<file path="config.mk">
export PLATFORM = sky130hd
export DESIGN_NAME = loss_accumulator_flat
export DESIGN_NICKNAME = d
export VERILOG_FILES = /design/src/rtl/loss_accumulator_if.sv /design/src/rtl/loss_accumulator.sv /design/src/flat_wrapper.sv
export SDC_FILE = /design/constraint.sdc
export NUM_CORES = 2
export LEC_CHECK = 0
export CORE_UTILIZATION = 42
export DETAILED_ROUTE_END_ITERATION = 16
export PLACE_DENSITY = 0.55
export REMOVE_ABC_BUFFERS = 1
export SYNTH_ARGS = -nofsm -noshare
export SYNTH_HDL_FRONTEND = slang
export SYNTH_SLANG_ARGS = --single-unit
</file>
<file path="constraint.sdc">
create_clock -name clk -period 13.73 [get_ports clk]
set_input_delay 2.746 -clock clk [delete_from_list [all_inputs] [get_ports clk]]
set_output_delay 2.746 -clock clk [all_outputs]
set_load 0.02 [all_outputs]
</file>
<file path="src/rtl/loss_accumulator_if.sv">
`default_nettype none
// ============================================================================
//  Module      : loss_accumulator_if
//  Description : Control, sample and result signals between the loss
//                accumulator and its producer / training-control consumer.
//                The accumulator connects through the slave modport.
//  Revision    : 1.0 - initial release
// ============================================================================
interface loss_accumulator_if #(
    parameter int L4     = 2,
    parameter int DATA_W = 16,
    parameter int ACC_W  = 32,
    parameter int BATCH  = 4
);
    localparam int c_CNT_W = $clog2(BATCH + 1);

    logic                      enable;
    logic                      clear;
    logic                      sample_valid;
    logic signed [DATA_W-1:0]  dAL [L4];
    logic        [ACC_W-1:0]   cost [L4];
    logic                      cost_valid;
    logic                      busy;
    logic        [c_CNT_W-1:0] sample_count;
    logic                      overflow;

    // Producer / controller side
    modport master (
        output enable, clear, sample_valid, dAL,
        input  cost, cost_valid, busy, sample_count, overflow
    );

    // Accumulator side
    modport slave (
        input  enable, clear, sample_valid, dAL,
        output cost, cost_valid, busy, sample_count, overflow
    );
endinterface
`default_nettype wire

</file>
<file path="src/rtl/loss_accumulator.sv">
`default_nettype none
// ============================================================================
//  Module      : loss_accumulator
//  Description : Squares the per-neuron output error dAL, accumulates it over
//                a mini-batch of BATCH samples with saturation, and publishes
//                the per-neuron cost with a one-cycle valid pulse.
//                Optional macro LOSS_MEAN_EN: cost is the saturated sum
//                divided by BATCH (BATCH must then be a power of two).
//  Revision    : 1.0 - initial release
// ============================================================================
module loss_accumulator #(
    parameter int L4     = 2,
    parameter int BATCH  = 4,
    parameter int DATA_W = 16,
    parameter int FRAC_W = 8,
    parameter int ACC_W  = 32
) (
    input  logic              clk,
    input  logic              reset,
    loss_accumulator_if.slave bus
);
    localparam int c_CNT_W  = $clog2(BATCH + 1);
    localparam int c_PROD_W = 2 * DATA_W;
    // One spare bit above the wider of accumulator and term catches carry-out
    localparam int c_SUM_W  = ((ACC_W > c_PROD_W) ? ACC_W : c_PROD_W) + 1;
`ifdef LOSS_MEAN_EN
    localparam int c_MEAN_SH = $clog2(BATCH);
`endif

    typedef enum logic [0:0] {
        S_IDLE  = 1'b0,
        S_ACCUM = 1'b1
    } state_t;

    // Elaboration-time parameter sanity
    if (BATCH < 1) begin : g_batch_check
        $error("loss_accumulator: BATCH must be at least 1");
    end
`ifdef LOSS_MEAN_EN
    if ((BATCH & (BATCH - 1)) != 0) begin : g_pow2_check
        $error("loss_accumulator: BATCH must be a power of two for mean mode");
    end
`endif

    state_t             r_state;
    logic [ACC_W-1:0]   r_acc [L4];
    logic [ACC_W-1:0]   r_cost [L4];
    logic               r_cost_valid;
    logic               r_busy;
    logic               r_overflow;
    logic [c_CNT_W-1:0] r_count;

    logic               w_accept;
    logic               w_last;
    logic [L4-1:0]      w_sat;
    logic [ACC_W-1:0]   w_sum_sat [L4];

    // Clear takes priority, so a cleared cycle never counts as a sample
    assign w_accept = bus.enable & bus.sample_valid & ~bus.clear;
    // Counter is zero in IDLE, so BATCH==1 completes on the very first accept
    assign w_last   = (r_count == c_CNT_W'(BATCH - 1));

    // Per-neuron square, scale and saturating add
    for (genvar g = 0; g < L4; g++) begin : g_neuron
        logic signed [c_PROD_W-1:0] w_sq;
        logic        [c_PROD_W-1:0] w_term;
        logic        [c_SUM_W-1:0]  w_sum;

        assign w_sq   = bus.dAL[g] * bus.dAL[g];
        // Square is never negative, so it is reinterpreted as unsigned
        assign w_term = $unsigned(w_sq) >> FRAC_W;
        // A new batch starts from zero rather than from whatever acc holds
        assign w_sum  = ((r_state == S_ACCUM) ? c_SUM_W'(r_acc[g]) : '0)
                        + c_SUM_W'(w_term);
        assign w_sat[g]     = |w_sum[c_SUM_W-1:ACC_W];
        assign w_sum_sat[g] = w_sat[g] ? {ACC_W{1'b1}} : w_sum[ACC_W-1:0];

        assign bus.cost[g] = r_cost[g];
    end

    assign bus.cost_valid   = r_cost_valid;
    assign bus.busy         = r_busy;
    assign bus.sample_count = r_count;
    assign bus.overflow     = r_overflow;

    // Batch FSM: accumulate accepted samples, publish cost on the last one
    always_ff @(posedge clk or posedge reset) begin
        if (reset) begin
            r_state      <= S_IDLE;
            r_count      <= '0;
            r_cost_valid <= 1'b0;
            r_busy       <= 1'b0;
            r_overflow   <= 1'b0;
            for (int k = 0; k < L4; k++) begin
                r_acc[k]  <= '0;
                r_cost[k] <= '0;
            end
        end else begin
            // Pulse lasts exactly one cycle, even while paused
            r_cost_valid <= 1'b0;
            if (bus.clear) begin
                r_state    <= S_IDLE;
                r_count    <= '0;
                r_busy     <= 1'b0;
                r_overflow <= 1'b0;
                for (int k = 0; k < L4; k++) begin
                    r_acc[k] <= '0;
                end
            end else if (w_accept) begin
                // Sticky within a batch; a first accept from IDLE starts fresh
                r_overflow <= ((r_state == S_IDLE) ? 1'b0 : r_overflow) | (|w_sat);
                if (w_last) begin
                    r_state      <= S_IDLE;
                    r_count      <= '0;
                    r_busy       <= 1'b0;
                    r_cost_valid <= 1'b1;
                    for (int k = 0; k < L4; k++) begin
`ifdef LOSS_MEAN_EN
                        r_cost[k] <= w_sum_sat[k] >> c_MEAN_SH;
`else
                        r_cost[k] <= w_sum_sat[k];
`endif
                        r_acc[k]  <= '0;
                    end
                end else begin
                    r_state <= S_ACCUM;
                    r_count <= r_count + c_CNT_W'(1);
                    r_busy  <= 1'b1;
                    for (int k = 0; k < L4; k++) begin
                        r_acc[k] <= w_sum_sat[k];
                    end
                end
            end
        end
    end
endmodule
`default_nettype wire
</file>
<file path="src/flat_wrapper.sv">
// flat-port wrapper written by rule: the top's interface ports become plain ports
module loss_accumulator_flat 
#(
    parameter int L4     = 2,
    parameter int BATCH  = 4,
    parameter int DATA_W = 16,
    parameter int FRAC_W = 8,
    parameter int ACC_W  = 32
)
  (clk, reset, bus_enable, bus_clear, bus_sample_valid, bus_dAL, bus_cost, bus_cost_valid, bus_busy, bus_sample_count, bus_overflow);
  loss_accumulator_if #(.L4(L4), .DATA_W(DATA_W), .ACC_W(ACC_W), .BATCH(BATCH)) bus_i ();
  input  logic clk;
  input  logic reset;
  input wire logic [$bits(bus_i.enable)-1:0] bus_enable;
  input wire logic [$bits(bus_i.clear)-1:0] bus_clear;
  input wire logic [$bits(bus_i.sample_valid)-1:0] bus_sample_valid;
  input wire logic [$bits(bus_i.dAL)-1:0] bus_dAL;
  output wire logic [$bits(bus_i.cost)-1:0] bus_cost;
  output wire logic [$bits(bus_i.cost_valid)-1:0] bus_cost_valid;
  output wire logic [$bits(bus_i.busy)-1:0] bus_busy;
  output wire logic [$bits(bus_i.sample_count)-1:0] bus_sample_count;
  output wire logic [$bits(bus_i.overflow)-1:0] bus_overflow;
  assign bus_i.enable = bus_enable;
  assign bus_i.clear = bus_clear;
  assign bus_i.sample_valid = bus_sample_valid;
  assign bus_i.dAL = {>>{bus_dAL}};
  assign bus_cost = {>>{bus_i.cost}};
  assign bus_cost_valid = bus_i.cost_valid;
  assign bus_busy = bus_i.busy;
  assign bus_sample_count = bus_i.sample_count;
  assign bus_overflow = bus_i.overflow;
  loss_accumulator #(.L4(L4), .BATCH(BATCH), .DATA_W(DATA_W), .FRAC_W(FRAC_W), .ACC_W(ACC_W)) u_core (.clk(clk), .reset(reset), .bus(bus_i));
endmodule
</file>
==> reports/qor.yml <==
die:
  core_area_um2: 59500
  start_util: 0.429
  ios: 107
  die_height_um: 248
  rows: 89
  dieArea_um2: 61700
  dieWidth_um: 248
worst_setup_path:
  crit_top_cell: "fa_1"
  cp.arrival_ns: 12.04
  start_kind: "input pin"
  required_ns: 14.04
  critPathCaptureType: "flip-flop"
  crit_fanout: 18
  cpPeakStageDelay_ns: 0.99
  crit_path_top_delay_cell: "clkdlybuf4s50_1"
  critPathKind: "in2reg"
synthesis:
  synth_fa_ha_area_frac: 0.482
  synth-edff-count: 0
  synth_top_cells_by_count: "inv_1, fa_1, nand2_1"
  muxShareOfSynthArea: 0.00334
  synth_cell_types: 77
  syn-instance-count: 2825
  synth_simple_gate_area_frac: 0.135
  synth_compound_area_frac: 0.0963
  syn_area_per_cell_um2: 9.02
  synth_flop_cell: "dfrtp_1"
  synth-seq-cells: 134
  async_reset_ff_frac: 1.00
  synth_top_family_by_area: "adder cells"
  synth.area.top_cells: "fa_1, dfrtp_1, ha_1"
  yosysMostFrequentCell: "inv_1"
  mappedNetlistArea_um2: 25500
  synth_warnings: 0
  synth.largest_area_cell: "fa_1"
  synth_top_area_frac: 0.374
  yosys.area_share.xor_xnor: 0.0419
  seq_area_frac_synth: 0.132
cts:
  cts_buffers: 17
  h-tree-depth: 4
  path_clk_slew_ns: 0.06
  root_buffer: "clkbuf_16"
  cts_tree: "built"
  clockBufferDepth: 2
  clk_latency_ns: 0.43
  holdBufCountCts: 0
  cts.sinks: 134
  ctsResizeCount: 0
  postCtsSetupRepairBufs: 0
final_layout:
  nets: 3607
  area_delta_synth_final_pct: 9.43
  drive_above_1_share: 0.0291
  n_antenna_cell: 0
  post-route-cell-area_um2: 27900
detailed_routing:
  drt_iter0_drc: 971
  drt_wl_total_um: 60200
  routed-via-count: 18500
  postRouteAntennaNets: 0
  vias_per_cell: 5.04
  drc: 0
  dr.pass1.iters: 7
  wire_per_inst_um: 16.4
global_routing:
  grt_max_degree: 71
  grt_pass1_wl_um: 103000
  antenna_found_initial: 0
  track_usage: 0.210
  grtUsageMet3: 0.0236
  grt_util_met2: 0.339
  grt_pass1_vias: 20000
  grt_overflow: 0
  top_usage_layer: "met2"
  grtUsageMet1: 0.304
run:
  drv_cap: 0
timing:
  hold_viol_final: 0
  slew_viol_final: 0
  tightest_slew_ns: 0.940
  finClkSkew_ns: 0.0103
  min_period_ns: 11.74
  setup_tns_ns: 0
  rsz0062_at_grt: "no"
  slew_headroom: 0.373
  setup-violations-final: 0
  timing.fmax_mhz: 85.2
  min_period_over_period: 0.855
  worst_slack_ns: 1.99
  hold_slack_ns: 0.473
worst_hold_path:
  hold_path_class: "reg2reg"
placed_design:
  port_buffers: 106
  dp_hpwl_um: 49000
  routabilityCongestion: 0.885
  post_dp_cell_area_um2: 27300
  place_ws_ns: 1.62
outcome:
  outcome: "finished clean"
layout by cell type (no fill, tap or decap), types with 19 or more instances in the layout:
master,synthesis,routed
nand3_1,27,27
and2_1,121,121
xor2_1,31,31
xnor2_1,91,91
nand2_1,313,313
inv_1,647,646
o21ai_0,129,129
nor3_1,25,25
o21ai_1,22,22
a21o_1,47,47
dfrtp_1,134,133
o21a_1,22,22
clkdlybuf4s50_1,0,106
ha_1,221,221
fa_1,476,476
nor2_1,162,162
nor2b_1,19,19
a21oi_1,75,74
sequential cells by signal (all words and copies together) (netlist names):
register	count
u_core.bus.overflow	1
u_core.bus.cost	64
u_core.bus.busy	1
u_core.bus.sample_count	3
u_core.bus.cost_valid	1
u_core.r_acc	64
metal layers:
metal,part of all wire,routed length (um)
met1,0.48,28800
met2,0.47,28100
met3,0.038,2300
met4,0.015,901
met5,0,0
worst paths after layout:
kind,start,endpoint,slack [ns],depth (start not counted)
worst max-delay path,bus_dAL[31],u_core.bus.cost[63]$_DFFE_PP0P_,1.99,29
min in group asynchronous,reset,u_core.bus.cost[24]$_DFFE_PP0P_,2.78,2
max in group asynchronous,reset,u_core.bus.cost[37]$_DFFE_PP0P_,9.57,3
worst max register to register,u_core.bus.busy$_DFFE_PP0P_,u_core.bus.cost[63]$_DFFE_PP0P_,9.60,13
worst min register to register,u_core.r_acc[8]$_DFFE_PP0P_,u_core.r_acc[8]$_DFFE_PP0P_,0.47,2
worst min-delay path,u_core.r_acc[8]$_DFFE_PP0P_,u_core.r_acc[8]$_DFFE_PP0P_,0.47,2
kinds of logic (layout without fill, tap and decap cells):
| kind of cell | Yosys count | in the layout |
|---|---|---|
| compound gates | 386 | 386 |
| buf+inv | 738 | 799 |
| simple gates | 740 | 740 |
| flops | 134 | 134 |
| mux | 8 | 8 |
| xor+xnor | 122 | 122 |
| fa+ha+maj | 697 | 697 |
worst max-delay path: cells and delay by family:
kind	cells	cell delay (ns)
compound gates	9	2.42
xor+xnor	1	0.09
fa+ha+maj	8	3.71
buf+inv	6	1.90
simple gates	5	1.15
area by class of cell:
class / instances / area, um^2
clock buffers: 19 / 443
repair buffers: 118 / 1150
well taps: 773 / 967
flip-flops and latches: 134 / 3350
clock inverters: 13 / 171
multi-input cells: 1953 / 19400
inverters: 649 / 2440
fillers: 5828 / 31600
per-stage QoR:
stage                     std cells   util
after floorplan                2736      -
after global placement         3627  0.459
after detailed placement       3627  0.459
after CTS                      3659  0.469
after global routing           3659  0.469
final                          3659  0.469
Power is left out: the tool's default activity adds up to more than one toggle a clock period on the data nets, which glitch-free logic cannot reach.
